File: src/rtl/id_ex_stage_if.sv
// id_ex_stage_if: ID-side inputs, EX/MEM and MEM/WB producers, and EX-side outputs of the ID/EX register
interface id_ex_stage_if #(parameter int CTRL_W = 16);
  logic              id_valid;
  logic [31:0]       id_pc;
  logic [4:0]        id_rs;
  logic [4:0]        id_rt;
  logic              id_use_rs;
  logic              id_use_rt;
  logic [31:0]       id_rd1;
  logic [31:0]       id_rd2;
  logic [4:0]        id_dst;
  logic              id_regwrite;
  logic              id_memread;
  logic [31:0]       id_imm;
  logic [CTRL_W-1:0] id_ctrl;
  logic              mem_regwrite;
  logic [4:0]        mem_dst;
  logic [31:0]       mem_result;
  logic              wb_regwrite;
  logic [4:0]        wb_dst;
  logic [31:0]       wb_wdata;
  logic              hold;
  logic              flush;
  logic              ex_valid;
  logic [31:0]       ex_pc;
  logic [4:0]        ex_rs;
  logic [4:0]        ex_rt;
  logic [4:0]        ex_dst;
  logic              ex_regwrite;
  logic              ex_memread;
  logic [31:0]       ex_imm;
  logic [CTRL_W-1:0] ex_ctrl;
  logic [31:0]       ex_opa;
  logic [31:0]       ex_opb;
  logic              stall;
  modport master (
    output id_valid, id_pc, id_rs, id_rt, id_use_rs, id_use_rt, id_rd1, id_rd2,
           id_dst, id_regwrite, id_memread, id_imm, id_ctrl,
           mem_regwrite, mem_dst, mem_result, wb_regwrite, wb_dst, wb_wdata, hold, flush,
    input  ex_valid, ex_pc, ex_rs, ex_rt, ex_dst, ex_regwrite, ex_memread, ex_imm, ex_ctrl,
           ex_opa, ex_opb, stall
  );
  modport slave (
    input  id_valid, id_pc, id_rs, id_rt, id_use_rs, id_use_rt, id_rd1, id_rd2,
           id_dst, id_regwrite, id_memread, id_imm, id_ctrl,
           mem_regwrite, mem_dst, mem_result, wb_regwrite, wb_dst, wb_wdata, hold, flush,
    output ex_valid, ex_pc, ex_rs, ex_rt, ex_dst, ex_regwrite, ex_memread, ex_imm, ex_ctrl,
           ex_opa, ex_opb, stall
  );
endinterface

File: src/rtl/id_ex_stage.sv
// id_ex_stage: ID/EX pipeline register with capture bypass, WB refresh, EX forwarding and load-use stall
module id_ex_stage #(
  parameter int CTRL_W = 16
) (
  input logic         clk,
  input logic         rst,
  id_ex_stage_if.slave bus
);
  logic              valid;
  logic [31:0]       pc;
  logic [4:0]        rs;
  logic [4:0]        rt;
  logic [4:0]        dst;
  logic              regwrite;
  logic              memread;
  logic [31:0]       imm;
  logic [CTRL_W-1:0] ctrl;
  logic [31:0]       rs_val;
  logic [31:0]       rt_val;
  logic              stall;
  logic              load;

  // register 0 is hardwired, so a producer targeting it never supplies a value
  function automatic logic hit(input logic rw, input logic [4:0] d, input logic [4:0] r);
    return rw && d != 5'd0 && d == r;
  endfunction

  // load-use hazard: the loaded value is not available for an instruction entering EX next cycle
  always_comb begin
    stall = bus.id_valid && valid && memread && dst != 5'd0 &&
            ((bus.id_use_rs && bus.id_rs == dst) || (bus.id_use_rt && bus.id_rt == dst));
    load  = !bus.hold && !bus.flush && !stall;
  end

  // pipeline register: reset, load with capture bypass, or keep with bubble/WB refresh
  always_ff @(posedge clk) begin
    if (rst) begin
      valid    <= 1'b0;
      pc       <= '0;
      rs       <= '0;
      rt       <= '0;
      dst      <= '0;
      regwrite <= 1'b0;
      memread  <= 1'b0;
      imm      <= '0;
      ctrl     <= '0;
      rs_val   <= '0;
      rt_val   <= '0;
    end else if (load) begin
      valid    <= bus.id_valid;
      pc       <= bus.id_pc;
      rs       <= bus.id_rs;
      rt       <= bus.id_rt;
      dst      <= bus.id_dst;
      regwrite <= bus.id_regwrite && bus.id_valid;
      memread  <= bus.id_memread && bus.id_valid;
      imm      <= bus.id_imm;
      ctrl     <= bus.id_ctrl;
      rs_val   <= hit(bus.wb_regwrite, bus.wb_dst, bus.id_rs) ? bus.wb_wdata : bus.id_rd1;
      rt_val   <= hit(bus.wb_regwrite, bus.wb_dst, bus.id_rt) ? bus.wb_wdata : bus.id_rd2;
    end else begin
      if (!bus.hold) begin
        valid    <= 1'b0;
        regwrite <= 1'b0;
        memread  <= 1'b0;
      end
      if (valid && hit(bus.wb_regwrite, bus.wb_dst, rs)) rs_val <= bus.wb_wdata;
      if (valid && hit(bus.wb_regwrite, bus.wb_dst, rt)) rt_val <= bus.wb_wdata;
    end
  end

  // EX operand forwarding: youngest producer (MEM) beats WB, which beats the stored value
  always_comb begin
    bus.ex_opa = hit(bus.mem_regwrite, bus.mem_dst, rs) ? bus.mem_result :
                 hit(bus.wb_regwrite, bus.wb_dst, rs)   ? bus.wb_wdata   : rs_val;
    bus.ex_opb = hit(bus.mem_regwrite, bus.mem_dst, rt) ? bus.mem_result :
                 hit(bus.wb_regwrite, bus.wb_dst, rt)   ? bus.wb_wdata   : rt_val;
  end

  assign bus.ex_valid    = valid;
  assign bus.ex_pc       = pc;
  assign bus.ex_rs       = rs;
  assign bus.ex_rt       = rt;
  assign bus.ex_dst      = dst;
  assign bus.ex_regwrite = regwrite;
  assign bus.ex_memread  = memread;
  assign bus.ex_imm      = imm;
  assign bus.ex_ctrl     = ctrl;
  assign bus.stall       = stall;
endmodule

File: src/flat_wrapper.sv
// flat-port wrapper written by rule: the top's interface ports become plain ports
module id_ex_stage_flat 
#(
  parameter int CTRL_W = 16
)
  (clk, rst, bus_id_valid, bus_id_pc, bus_id_rs, bus_id_rt, bus_id_use_rs, bus_id_use_rt, bus_id_rd1, bus_id_rd2, bus_id_dst, bus_id_regwrite, bus_id_memread, bus_id_imm, bus_id_ctrl, bus_mem_regwrite, bus_mem_dst, bus_mem_result, bus_wb_regwrite, bus_wb_dst, bus_wb_wdata, bus_hold, bus_flush, bus_ex_valid, bus_ex_pc, bus_ex_rs, bus_ex_rt, bus_ex_dst, bus_ex_regwrite, bus_ex_memread, bus_ex_imm, bus_ex_ctrl, bus_ex_opa, bus_ex_opb, bus_stall);
  id_ex_stage_if #(.CTRL_W(CTRL_W)) bus_i ();
  input logic clk;
  input logic rst;
  input wire logic [$bits(bus_i.id_valid)-1:0] bus_id_valid;
  input wire logic [$bits(bus_i.id_pc)-1:0] bus_id_pc;
  input wire logic [$bits(bus_i.id_rs)-1:0] bus_id_rs;
  input wire logic [$bits(bus_i.id_rt)-1:0] bus_id_rt;
  input wire logic [$bits(bus_i.id_use_rs)-1:0] bus_id_use_rs;
  input wire logic [$bits(bus_i.id_use_rt)-1:0] bus_id_use_rt;
  input wire logic [$bits(bus_i.id_rd1)-1:0] bus_id_rd1;
  input wire logic [$bits(bus_i.id_rd2)-1:0] bus_id_rd2;
  input wire logic [$bits(bus_i.id_dst)-1:0] bus_id_dst;
  input wire logic [$bits(bus_i.id_regwrite)-1:0] bus_id_regwrite;
  input wire logic [$bits(bus_i.id_memread)-1:0] bus_id_memread;
  input wire logic [$bits(bus_i.id_imm)-1:0] bus_id_imm;
  input wire logic [$bits(bus_i.id_ctrl)-1:0] bus_id_ctrl;
  input wire logic [$bits(bus_i.mem_regwrite)-1:0] bus_mem_regwrite;
  input wire logic [$bits(bus_i.mem_dst)-1:0] bus_mem_dst;
  input wire logic [$bits(bus_i.mem_result)-1:0] bus_mem_result;
  input wire logic [$bits(bus_i.wb_regwrite)-1:0] bus_wb_regwrite;
  input wire logic [$bits(bus_i.wb_dst)-1:0] bus_wb_dst;
  input wire logic [$bits(bus_i.wb_wdata)-1:0] bus_wb_wdata;
  input wire logic [$bits(bus_i.hold)-1:0] bus_hold;
  input wire logic [$bits(bus_i.flush)-1:0] bus_flush;
  output wire logic [$bits(bus_i.ex_valid)-1:0] bus_ex_valid;
  output wire logic [$bits(bus_i.ex_pc)-1:0] bus_ex_pc;
  output wire logic [$bits(bus_i.ex_rs)-1:0] bus_ex_rs;
  output wire logic [$bits(bus_i.ex_rt)-1:0] bus_ex_rt;
  output wire logic [$bits(bus_i.ex_dst)-1:0] bus_ex_dst;
  output wire logic [$bits(bus_i.ex_regwrite)-1:0] bus_ex_regwrite;
  output wire logic [$bits(bus_i.ex_memread)-1:0] bus_ex_memread;
  output wire logic [$bits(bus_i.ex_imm)-1:0] bus_ex_imm;
  output wire logic [$bits(bus_i.ex_ctrl)-1:0] bus_ex_ctrl;
  output wire logic [$bits(bus_i.ex_opa)-1:0] bus_ex_opa;
  output wire logic [$bits(bus_i.ex_opb)-1:0] bus_ex_opb;
  output wire logic [$bits(bus_i.stall)-1:0] bus_stall;
  assign bus_i.id_valid = bus_id_valid;
  assign bus_i.id_pc = bus_id_pc;
  assign bus_i.id_rs = bus_id_rs;
  assign bus_i.id_rt = bus_id_rt;
  assign bus_i.id_use_rs = bus_id_use_rs;
  assign bus_i.id_use_rt = bus_id_use_rt;
  assign bus_i.id_rd1 = bus_id_rd1;
  assign bus_i.id_rd2 = bus_id_rd2;
  assign bus_i.id_dst = bus_id_dst;
  assign bus_i.id_regwrite = bus_id_regwrite;
  assign bus_i.id_memread = bus_id_memread;
  assign bus_i.id_imm = bus_id_imm;
  assign bus_i.id_ctrl = bus_id_ctrl;
  assign bus_i.mem_regwrite = bus_mem_regwrite;
  assign bus_i.mem_dst = bus_mem_dst;
  assign bus_i.mem_result = bus_mem_result;
  assign bus_i.wb_regwrite = bus_wb_regwrite;
  assign bus_i.wb_dst = bus_wb_dst;
  assign bus_i.wb_wdata = bus_wb_wdata;
  assign bus_i.hold = bus_hold;
  assign bus_i.flush = bus_flush;
  assign bus_ex_valid = bus_i.ex_valid;
  assign bus_ex_pc = bus_i.ex_pc;
  assign bus_ex_rs = bus_i.ex_rs;
  assign bus_ex_rt = bus_i.ex_rt;
  assign bus_ex_dst = bus_i.ex_dst;
  assign bus_ex_regwrite = bus_i.ex_regwrite;
  assign bus_ex_memread = bus_i.ex_memread;
  assign bus_ex_imm = bus_i.ex_imm;
  assign bus_ex_ctrl = bus_i.ex_ctrl;
  assign bus_ex_opa = bus_i.ex_opa;
  assign bus_ex_opb = bus_i.ex_opb;
  assign bus_stall = bus_i.stall;
  id_ex_stage #(.CTRL_W(CTRL_W)) u_core (.clk(clk), .rst(rst), .bus(bus_i));
endmodule
File: config.mk
export PLATFORM = sky130hd
export DESIGN_NAME = id_ex_stage_flat
export DESIGN_NICKNAME = d
export VERILOG_FILES = /design/src/rtl/id_ex_stage_if.sv /design/src/rtl/id_ex_stage.sv /design/src/flat_wrapper.sv
export SDC_FILE = /design/constraint.sdc
export NUM_CORES = 1
export LEC_CHECK = 0
export CAP_MARGIN = 10
export CORE_AREA = 2 2 157 159
export DETAILED_ROUTE_END_ITERATION = 8
export DIE_AREA = 0 0 159 161
export DONT_BUFFER_PORTS = 1
export GPL_TIMING_DRIVEN = 0
export PLACE_DENSITY = 0.61
export SYNTH_ARGS = -nofsm -noshare
export SYNTH_HDL_FRONTEND = slang
export SYNTH_SLANG_ARGS = --single-unit
export TNS_END_PERCENT = 20
File: constraint.sdc
create_clock -name clk -period 3.6 [get_ports clk]
set_input_delay 0.9 -clock clk [delete_from_list [all_inputs] [get_ports clk]]
set_output_delay 0.9 -clock clk [all_outputs]
set_load 0.01 [all_outputs]
==> results.md <==
* Status: completed
* Crit-path max cell delay at 0.57 ns
* Pwr per Cell Area at 390 mW/mm^2
* Post-CTS Hold Buffers at 0
* Critical Path AT at approximately 2.7 ns
* Crit path kind: input port to output port
* Synth Net Count at 1545
* Total Wirelength at ~37000 um
* WL/cell at 22.4 um
* Area growth, synth to finish at 12.2%
* Vias in the first global route at between 9000 and 10000
* Die extent in y at roughly 160 um
* Post-synth EDFFs at 0
* Critical Path Source Type: input port
* Met3 Usage GRT at approximately 7.8%
* Via count at 9787
* Area of the core at roughly 0.024 sq mm
* CTS buffer count at 17
* CP bufs+invs at 3
* IO Port Bufs at 0
* Setup WS post-layout at 0.0382 ns
* Cell Area, Synth at between 0.01 and 0.015 sq mm
* Fmax at between 0.2 and 0.3 GHz
* Yosys reg bits at between 150 and 200
* Cells after Synth at 1301
* Worst-Skew Late Latency at approximately 0.43 ns
* Number of I/O pins at 407
* Relative slew margins at ~47%
* 1st-pass router iterations at 7
* Final Critical Period at approximately 3.6 ns
* Initial DRC Count at approximately 750
* Setup TNS at 0 ns
* Top delay family on crit path: simple AND/OR/NAND/NOR gates
* Slew @ Worst Pin at 0.790 ns
* Antenna-violating nets left at 0
* Fraction of registers with async set/reset at 0%
* Site row count at between 50 and 60
* Post-Layout Cell Count at around 1700
* Fin Clk Skew at roughly 0.020 ns
* Placed insts at ~1600
* Pleak at 3.92 nW
* Synth cell types at 35
* Final hold vios at 0
* Setup violations, final at 0
* Clock tree from TritonCTS: done
* Crit path cell chain: buf_2 > or4_4 > o21ai_4 > nor3_4 > buf_4 > buf_4 > mux2i_1 > o21ai_1
* Top_reg_cell synth: dfxtp_1
* Slew Viols, Final at 0
* Total power at 4.65 mW
* Crit path max fanout at 10
* Critical path's most frequent cell: buf_4
* Busiest grt layer: met2
* Seq/Total Area, Yosys at between 30% and 40%
* Clk buf depth at 2
* Clock Sinks at approximately 160
* Post-DP HPWL at 28300 um
* Largest net degree at the start of global routing at 20
* Final GP Congestion at 0.840
* Worst-path clk slew at about 0.09 ns
* Initial antenna violation count at 0
* Initial Util at roughly 44%
* First-pass GRT wire length at 56000 um
* Met2 Usage GRT at slightly below 50%
* RSZ-0062 raised after global routing: true
* # DRC at 0
* Total grt overflow at 0
* Worst vdd ir at 234 uV
* CTS Root Cell: clkbuf_16
* CP required at between 2 and 3 ns
* H-tree levels at 4
* Dpl ws at -0.396 ns
* Share of layout cells above drive strength 1 at 15.9%
* Nets at around 1600
* Die ar. at between 0.02 and 0.03 sq mm
* Max-Cap Viols at 0
* Slowest CP cell: or4_4
* DIE WIDTH at 159 um
* M1 GR Usage at ~33%
* Final core utilization at about 50%
* Tcrit/Tclk final at between 90% and 100%
* YS warnings at 0
* Vias per cell at approximately 6
* Syn Area/Cell at 8.18 sq um
* Tot GR Track Use at between 20% and 30%
* Min-delay worst type: flip-flop to flip-flop
* Crit end category: output port
metal layers:
| layer | vias up | wire length [um] |
|---|---|---|
| met2 | 484 | 18300 |
| met3 | 62 | 3230 |
| met4 | 0 | 1000 |
| met1 | 4615 | 14700 |
| met5 | - | 0 |
| li1 | 4626 | - |
layout by cell type (no fill, tap or decap), types with 9 or more instances in the layout:
cell type / Yosys / routed
nand2_1: 67 / 67
nand2b_1: 190 / 190
clkbuf_16: 0 / 17
o21ai_1: 95 / 63
o21ai_2: 1 / 32
o21ai_0: 98 / 98
mux2i_1: 159 / 158
buf_2: 27 / 23
dfxtp_1: 162 / 162
clkbuf_1: 67 / 62
a21oi_1: 129 / 129
nand3_1: 131 / 131
buf_4: 12 / 21
mux2_2: 64 / 64
buf_6: 14 / 14
buf_1: 9 / 9
xnor2_1: 34 / 31
through the flow:
stage / hold WS [ns] / area (sq um)
finish: 0.524 / 11900
global route: 0.543 / 11900
CTS: 0.526 / 11900
detailed placement: 0.510 / 11100
global placement: 0.507 / 11000
floorplan: 0.493 / 10600
area by class of cell:
class | count | area (sq um)
Buffer | 128 | 677
Antenna cell | 1 | 2.50
Clock buffer | 17 | 425
Fill cell | 2393 | 12000
Clock inverter | 15 | 185
Sequential cell | 162 | 3240
Multi-Input combinational cell | 1010 | 6910
Tap cell | 324 | 405
Timing Repair Buffer | 10 | 87.6
repair_timing:
item / in CTS / in global routing
pin swaps: 6 / 2
setup endpoints to repair: 64 / 39
buffers inserted: 9 / 0
resized for setup: 32 / 19
synth_stat cells, drive strengths merged, types with 3 or more instances:
cell type | instances | area share (%)
a21oi | 129 | 6.1
dfxtp | 162 | 30
clkbuf | 67 | 2.4
xnor2 | 34 | 2.8
o21ai | 194 | 9.2
nor3 | 3 | 0.24
mux2i | 159 | 15
buf | 62 | 3.9
xor2 | 6 | 0.49
nand3 | 131 | 6.2
nand2 | 67 | 2.4
mux2 | 64 | 6.8
nand4 | 6 | 0.35
o211ai | 4 | 0.47
o211a | 4 | 0.66
nand2b | 190 | 11
kinds of logic (layout without fill, tap and decap cells):
family	count (synthesis)	after routing	share of synthesized area, %
xor+xnor	40	40	3.29
other cells	0	1	0
compound gates	336	336	16.8
buf+inv	129	170	6.28
simple gates	411	411	21.5
flops	162	162	30.5
mux	223	223	21.7
path summary, 6_finish.rpt:
path                                                         from  cells after the start  slack (ns)                                end
worst min-delay path            u_core.bus.ex_pc[18]$_SDFFE_PP0P_                      2        0.52  u_core.bus.ex_pc[18]$_SDFFE_PP0P_
worst max register to register  u_core.bus.ex_dst[2]$_SDFFE_PP0P_                      7        1.09     u_core.rt_val[18]$_SDFFE_PP0P_
worst min register to register  u_core.bus.ex_pc[18]$_SDFFE_PP0P_                      2        0.52  u_core.bus.ex_pc[18]$_SDFFE_PP0P_
worst max-delay path                                bus_wb_dst[1]                      8        0.04                      bus_ex_opa[9]
where the power goes:
part / internal [mW] / leakage (nW) / switching, mW / total, mW
combinational: 0.323 / 2.29 / 0.461 / 0.783
sequential: 1.89 / 1.33 / 0.103 / 1.99
clock: 0.948 / 0.299 / 0.932 / 1.88
total: 3.16 / 3.92 / 1.50 / 4.65
flip-flops by register name, summed over array words and instances (netlist names):
signal	flops
u_core.bus.ex_ctrl	16
u_core.bus.ex_pc	32
u_core.rs_val	32
u_core.bus.ex_memread	1
u_core.bus.ex_valid	1
u_core.bus.ex_regwrite	1
u_core.bus.ex_dst	5
u_core.bus.ex_rs	5
u_core.bus.ex_imm	32
u_core.rt_val	32
u_core.bus.ex_rt	5
worst min-delay path, stage by stage, from the launching register on:
cell,delay (ns)
dfxtp_1,0.35
nand2b_1,0.08
mux2i_1,0.06
(Power assumes the default switching activity.)
